**config.mk**
```make
export PLATFORM = sky130hd
export DESIGN_NAME = uart_tx
export DESIGN_NICKNAME = d
export VERILOG_FILES = /design/src/rtl/uart_tx.sv
export SDC_FILE = /design/constraint.sdc
export NUM_CORES = 1
export LEC_CHECK = 0
export ABC_AREA = 1
export ABC_CLOCK_PERIOD_IN_PS = 2600
export CORE_MARGIN = 2
export CORE_UTILIZATION = 30
export CTS_CLUSTER_DIAMETER = 60
export DETAILED_ROUTE_END_ITERATION = 16
export GPL_TIMING_DRIVEN = 0
export SYNTH_ARGS = -nofsm -noshare
export SYNTH_HDL_FRONTEND = slang
export SYNTH_SLANG_ARGS = --single-unit
```
**constraint.sdc**
```tcl
create_clock -name i_clk -period 2.6 [get_ports i_clk]
set_input_delay 0.39 -clock i_clk [delete_from_list [all_inputs] [get_ports i_clk]]
set_output_delay 0.39 -clock i_clk [all_outputs]
set_load 0.02 [all_outputs]
```
**src/rtl/uart_tx.sv**
```systemverilog
// ----------------------------------------------------------------------------
// uart_tx
//
// 8N1 UART transmitter. Takes one byte per valid/ready handshake and sends it
// LSB first on o_tx as one start bit (low), eight data bits and STOP_BITS
// stop bits (high). The line idles high. Every bit lasts exactly
// TICKS_PER_BIT clock cycles.
//
// After a frame there is always one idle cycle with o_ready high before the
// next byte can be taken. Back-to-back frames therefore repeat every
// (9 + STOP_BITS) * TICKS_PER_BIT + 1 cycles.
//
// Parameters
//   BAUD_RATE   line bit rate in bits/s
//   CLOCK_FREQ  i_clk frequency in Hz
//   STOP_BITS   number of stop bits, 1 or 2
//
// Ports
//   i_clk         system clock, rising edge
//   i_reset       synchronous, active-high reset
//   i_data_in     byte to send, sampled only on the accepting edge
//   i_data_valid  producer has a byte on i_data_in
//   o_ready       transmitter takes a byte on this edge if i_data_valid is high
//   o_tx          serial line, idle high
//   o_busy        frame in progress, always ~o_ready
// ----------------------------------------------------------------------------
module uart_tx #(
    parameter int BAUD_RATE  = 9600,
    parameter int CLOCK_FREQ = 50000000,
    parameter int STOP_BITS  = 1
) (
    input  logic       i_clk,
    input  logic       i_reset,
    input  logic [7:0] i_data_in,
    input  logic       i_data_valid,
    output logic       o_ready,
    output logic       o_tx,
    output logic       o_busy
);

    localparam int TICKS_PER_BIT = CLOCK_FREQ / BAUD_RATE;
    // The guard keeps the width legal so the $error below is what the user
    // sees when TICKS_PER_BIT is too small.
    localparam int TICK_W = (TICKS_PER_BIT > 1) ? $clog2(TICKS_PER_BIT) : 1;
    localparam logic [TICK_W-1:0] TICK_LAST = TICK_W'(TICKS_PER_BIT - 1);
    localparam logic [2:0]        STOP_LAST = 3'(STOP_BITS - 1);

    generate
        if (TICKS_PER_BIT < 2) begin : g_bad_ticks
            $error("uart_tx: CLOCK_FREQ/BAUD_RATE must be at least 2");
        end
        if ((STOP_BITS != 1) && (STOP_BITS != 2)) begin : g_bad_stop
            $error("uart_tx: STOP_BITS must be 1 or 2");
        end
    endgenerate

    typedef enum logic [1:0] {
        S_IDLE  = 2'd0,
        S_START = 2'd1,
        S_DATA  = 2'd2,
        S_STOP  = 2'd3
    } state_t;

    state_t            r_state;
    logic [TICK_W-1:0] r_tick;
    logic [2:0]        r_bit_idx;
    logic [7:0]        r_shift;
    logic              r_tx;
    logic              r_ready;
    logic              r_busy;

    logic              w_accept;
    logic              w_tick_last;

    // o_ready is a register, so the accept term never feeds back into it
    // combinationally.
    assign w_accept    = i_data_valid && r_ready;
    assign w_tick_last = (r_tick == TICK_LAST);

    always_ff @(posedge i_clk) begin
        if (i_reset) begin
            r_state   <= S_IDLE;
            r_tick    <= '0;
            r_bit_idx <= '0;
            r_shift   <= '0;
            r_tx      <= 1'b1;
            r_ready   <= 1'b1;
            r_busy    <= 1'b0;
        end else begin
            case (r_state)
                S_IDLE: begin
                    r_tx <= 1'b1;
                    if (w_accept) begin
                        // The start bit goes out on the very next cycle.
                        r_shift   <= i_data_in;
                        r_tx      <= 1'b0;
                        r_ready   <= 1'b0;
                        r_busy    <= 1'b1;
                        r_tick    <= '0;
                        r_bit_idx <= '0;
                        r_state   <= S_START;
                    end
                end

                S_START: begin
                    if (w_tick_last) begin
                        r_tick    <= '0;
                        r_bit_idx <= '0;
                        r_tx      <= r_shift[0];
                        r_state   <= S_DATA;
                    end else begin
                        r_tick <= r_tick + TICK_W'(1);
                    end
                end

                S_DATA: begin
                    if (w_tick_last) begin
                        r_tick  <= '0;
                        r_shift <= {1'b0, r_shift[7:1]};
                        if (r_bit_idx == 3'd7) begin
                            r_bit_idx <= '0;
                            r_tx      <= 1'b1;
                            r_state   <= S_STOP;
                        end else begin
                            // Next bit comes from the shifted value.
                            r_bit_idx <= r_bit_idx + 3'd1;
                            r_tx      <= r_shift[1];
                        end
                    end else begin
                        r_tick <= r_tick + TICK_W'(1);
                    end
                end

                S_STOP: begin
                    r_tx <= 1'b1;
                    if (w_tick_last) begin
                        r_tick <= '0;
                        // The bit index is reused to count stop bits.
                        if (r_bit_idx == STOP_LAST) begin
                            r_bit_idx <= '0;
                            r_ready   <= 1'b1;
                            r_busy    <= 1'b0;
                            r_state   <= S_IDLE;
                        end else begin
                            r_bit_idx <= r_bit_idx + 3'd1;
                        end
                    end else begin
                        r_tick <= r_tick + TICK_W'(1);
                    end
                end

                default: begin
                    r_state   <= S_IDLE;
                    r_tick    <= '0;
                    r_bit_idx <= '0;
                    r_tx      <= 1'b1;
                    r_ready   <= 1'b1;
                    r_busy    <= 1'b0;
                end
            endcase
        end
    end

    assign o_ready = r_ready;
    assign o_tx    = r_tx;
    assign o_busy  = r_busy;

endmodule

```
==> run summary <==
The number of endpoints failing setup at the final stage is 0, and the DRC violations left is 0. The logs give 14.04% for the total track usage and 2.07 ns for the arrival time at the worst endpoint. The number of pins exceeding their max-slew limit in the final report is 0.

The clock edge transition at the registers on the reported setup and hold paths works out to 0.07 ns. The flip-flop and latch count after synthesis works out to 29. STA classifies the critical path endpoint as a flip-flop. In this run the number of H-tree levels came out at 2. Sequential cells were found to cover 32.29% of the synthesized design area.

In the synthesized netlist, the number of instances is 260. Total power for the finished layout comes to 1878 uW. The logs give 531.8 MHz for the maximum achievable frequency and 0 for the post-CTS setup buffer count.

Highest metal layer with signal wires: met4. The total power density per cell area works out to 884.4 nW/um^2. Entering global routing, the biggest net connects 11 pins.

Total global routing overflow: 0. For this block, the via count after detailed routing is 1666. The tools report the number of global-route vias before repair as 1575. Remaining antenna violation count after routing: 0.

The met1 routed wirelength after detailed routing came out at 2037 um. The sum of negative setup slack was 0 ns. The commonest non-fill, non-tap cell in the layout is nand2_1. In this run the vertical extent of the chip is 81.42 um. The source-to-sink clock delay at the later pin of the worst-skew pair came out at 0.28 ns. The sequential cells in the finished layout cover a total of 580.6 sq um.

At the pin with the least slew margin, the transition time is 0.5330 ns. The final layout contains routed wiring with a total length of 4049 um. The clock passes through at most 2 buffers. 0 antenna diodes ended up in the layout. For the global-route wire length before repair, the log shows 7127 um. Buffers inserted during clock tree synthesis total 5.

The max-slew headroom at the worst pin is 64.47%, and the minimum clock period is 1.881 ns. The clock skew after layout is 0.005108 ns, and the routed length on met3 is 122 um. The slowest stage of the critical path belongs to the cell dfxtp_1. The cell area that synthesis handed to floorplanning was 1798 sq um. The die is 81.42 um wide. Summed over all nets, the half-perimeter wirelength after detailed placement is 2953 um. Initial detailed-routing violation count: 62.

Across the VDD grid, the largest voltage drop is 0.0003854 V. The initial utilization of the core area, before any placement, comes to 30.73%. Met2 wire length: 1806 um. The flow ran to the end, and the final reports show no timing, DRC or antenna violations. The worst setup margin is 0.7195 ns.

Post-CTS repair changed the size of 0 cells. The top fanout value on the critical path was 7; the count of yosys warnings during synthesis was 0. The path class of the tightest hold or removal check is reg -> reg. At the end of routability-driven placement, the weighted congestion stood at 0.8526.

Leaving out fill and tap cells, the most frequent cells in the layout are nand2_1 (76), dfxtp_1 (29), nand3_1 (24). Setup repair after global routing left no endpoint under its margin. OpenSTA, run right after detailed placement, puts the worst setup slack at 0.7015 ns. Across the run, the number of max-cap violations was 0. The kind of cell adding the most delay to the critical path was buffers and inverters.

Fill cells in the final layout number 630. The area added between synthesis and finish works out to 18.09%. Of the cells placed in the final design, the portion with a size suffix greater than 1 is 14.95%.

The average instance in the mapped netlist occupies 6.915 sq um. TritonCTS built the clock tree. The tree is rooted in a clkbuf_8. Data on the critical path is required at its endpoint by 2.78 ns. The signal on the critical path passes through inv_1 > ha_1 > inv_1 > nor2_4 > inv_1 > nand2_1 > nor2_4 > nand2_1 > nand2_1 > nor2_1. The number of hold violations in the final report is 0.

Dividing the final minimum period by the clock period gives 72.33%. The setup path with the least slack is of type reg -> reg. Summing all multi-input logic gate instances after layout gives 1087 sq um.

The die covers 6628 sq um. Hold repair after CTS inserted 0 buffers. The core footprint came out at 5851 sq um. The startpoint type of the worst setup path is a flip-flop. The worst stage delay on the critical path is 0.39 ns. The initial antenna violation count was 0; the average vias per placed instance was 4.680. Number of input and output port buffers inserted: 13.

After floorplanning, the core was divided into 28 placement rows. Number of placed I/O pins: 14. CTS saw 29 sinks. The critical path contains buffers and inverters numbering 3 combined.

Summed over all cells, the static leakage comes to 0.0008622 uW. Final layout net count: 300. Counting every net in the synthesized netlist gives 280. The netlist uses 32 different library cells. The run gives 6 as the number of optimization iterations in the first detailed-route pass. Dividing the detail-routed wire length by the instance count gives 11.37 um.
-- worst paths after layout --
kind                                         startpoint                 endpoint  slack [ns]  cells after the start
worst min register to register  r_shift[5]$_SDFFE_PP0P_  r_shift[5]$_SDFFE_PP0P_        0.46                      2
worst max register to register  r_state[0]$_SDFFE_PP0P_  r_state[0]$_SDFFE_PP0P_        0.72                     10
worst min-delay path            r_shift[5]$_SDFFE_PP0P_  r_shift[5]$_SDFFE_PP0P_        0.46                      2
worst max-delay path            r_state[0]$_SDFFE_PP0P_  r_state[0]$_SDFFE_PP0P_        0.72                     10
-- cell families (layout without fill, tap and decap cells) --
group	Yosys count	count (layout)	share of synthesized area, %
AOI/OAI and AO/OA	42	42	14.54
adders and majority gates	9	9	6.263
and+or+nand+nor	148	148	39.67
buffers and inverters	32	53	7.238
DFF	29	29	32.29
-- per-stage QoR --
| stage | cell area (sq um) | hold slack [ns] | instances | util, % |
|---|---|---|---|---|
| floorplan | 1798 | 0.4409 | 260 | - |
| global placement | 2022 | 0.4502 | 348 | 34.56 |
| detailed placement | 2022 | 0.4527 | 348 | 34.56 |
| CTS | 2123 | 0.4632 | 356 | 36.29 |
| global route | 2123 | 0.4815 | 356 | 36.29 |
| finish | 2123 | 0.4631 | 356 | 36.29 |
-- sequential cells by signal (all words and copies together), names as in the netlist --
signal / flops
r_bit_idx: 3
o_ready: 1
o_busy: 1
o_tx: 1
r_shift: 8
r_tick: 13
r_state: 2
-- cells in the mapped netlist (all sizes together) --
library cell	number	area share [%]
dfxtp	29	32
nor3	1	0.56
inv	27	5.6
a21oi	25	8.0
o21ai	10	3.6
nor2	32	9.3
o21a	2	0.83
or2	1	0.35
buf	3	1.2
o2111ai	1	0.49
nand4	3	1.0
o22ai	1	0.35
clkbuf	2	0.42
o211ai	2	0.83
ha	9	6.3
and3	1	0.35
a211oi	1	0.42
nand2	83	19
nand3	27	9.2
-- metal layers --
layer / GRT usage [%] / vias up
li1: - / 888
met1: 18.60 / 750
met2: 21.72 / 20
met3: 2.637 / 8
met4: 7.119 / 0
met5: 0 / -
-- worst min-delay path, delay by kind of cell, from the launching register on --
kind	cells	cell delay [ns]
and+or+nand+nor	1	0.06
DFF	1	0.31
AOI/OAI and AO/OA	1	0.05
-- power by group --
part / internal (uW) / switching, uW
sequential: 549 / 64.2
clock: 239 / 180
combinational: 313 / 532
total: 1100 / 777
-- area by class of cell --
| class | count | share of cell area, % |
|---|---|---|
| clock inverters | 1 | 0.2357 |
| plain buffers | 5 | 1.355 |
| clock buffers | 7 | 4.537 |
| flip-flops and latches | 29 | 27.34 |
| multi-input cells | 199 | 51.21 |
| inverters | 27 | 4.773 |
| repair buffers | 13 | 6.128 |
| well taps | 75 | 4.420 |
(Power assumes the default switching activity.)
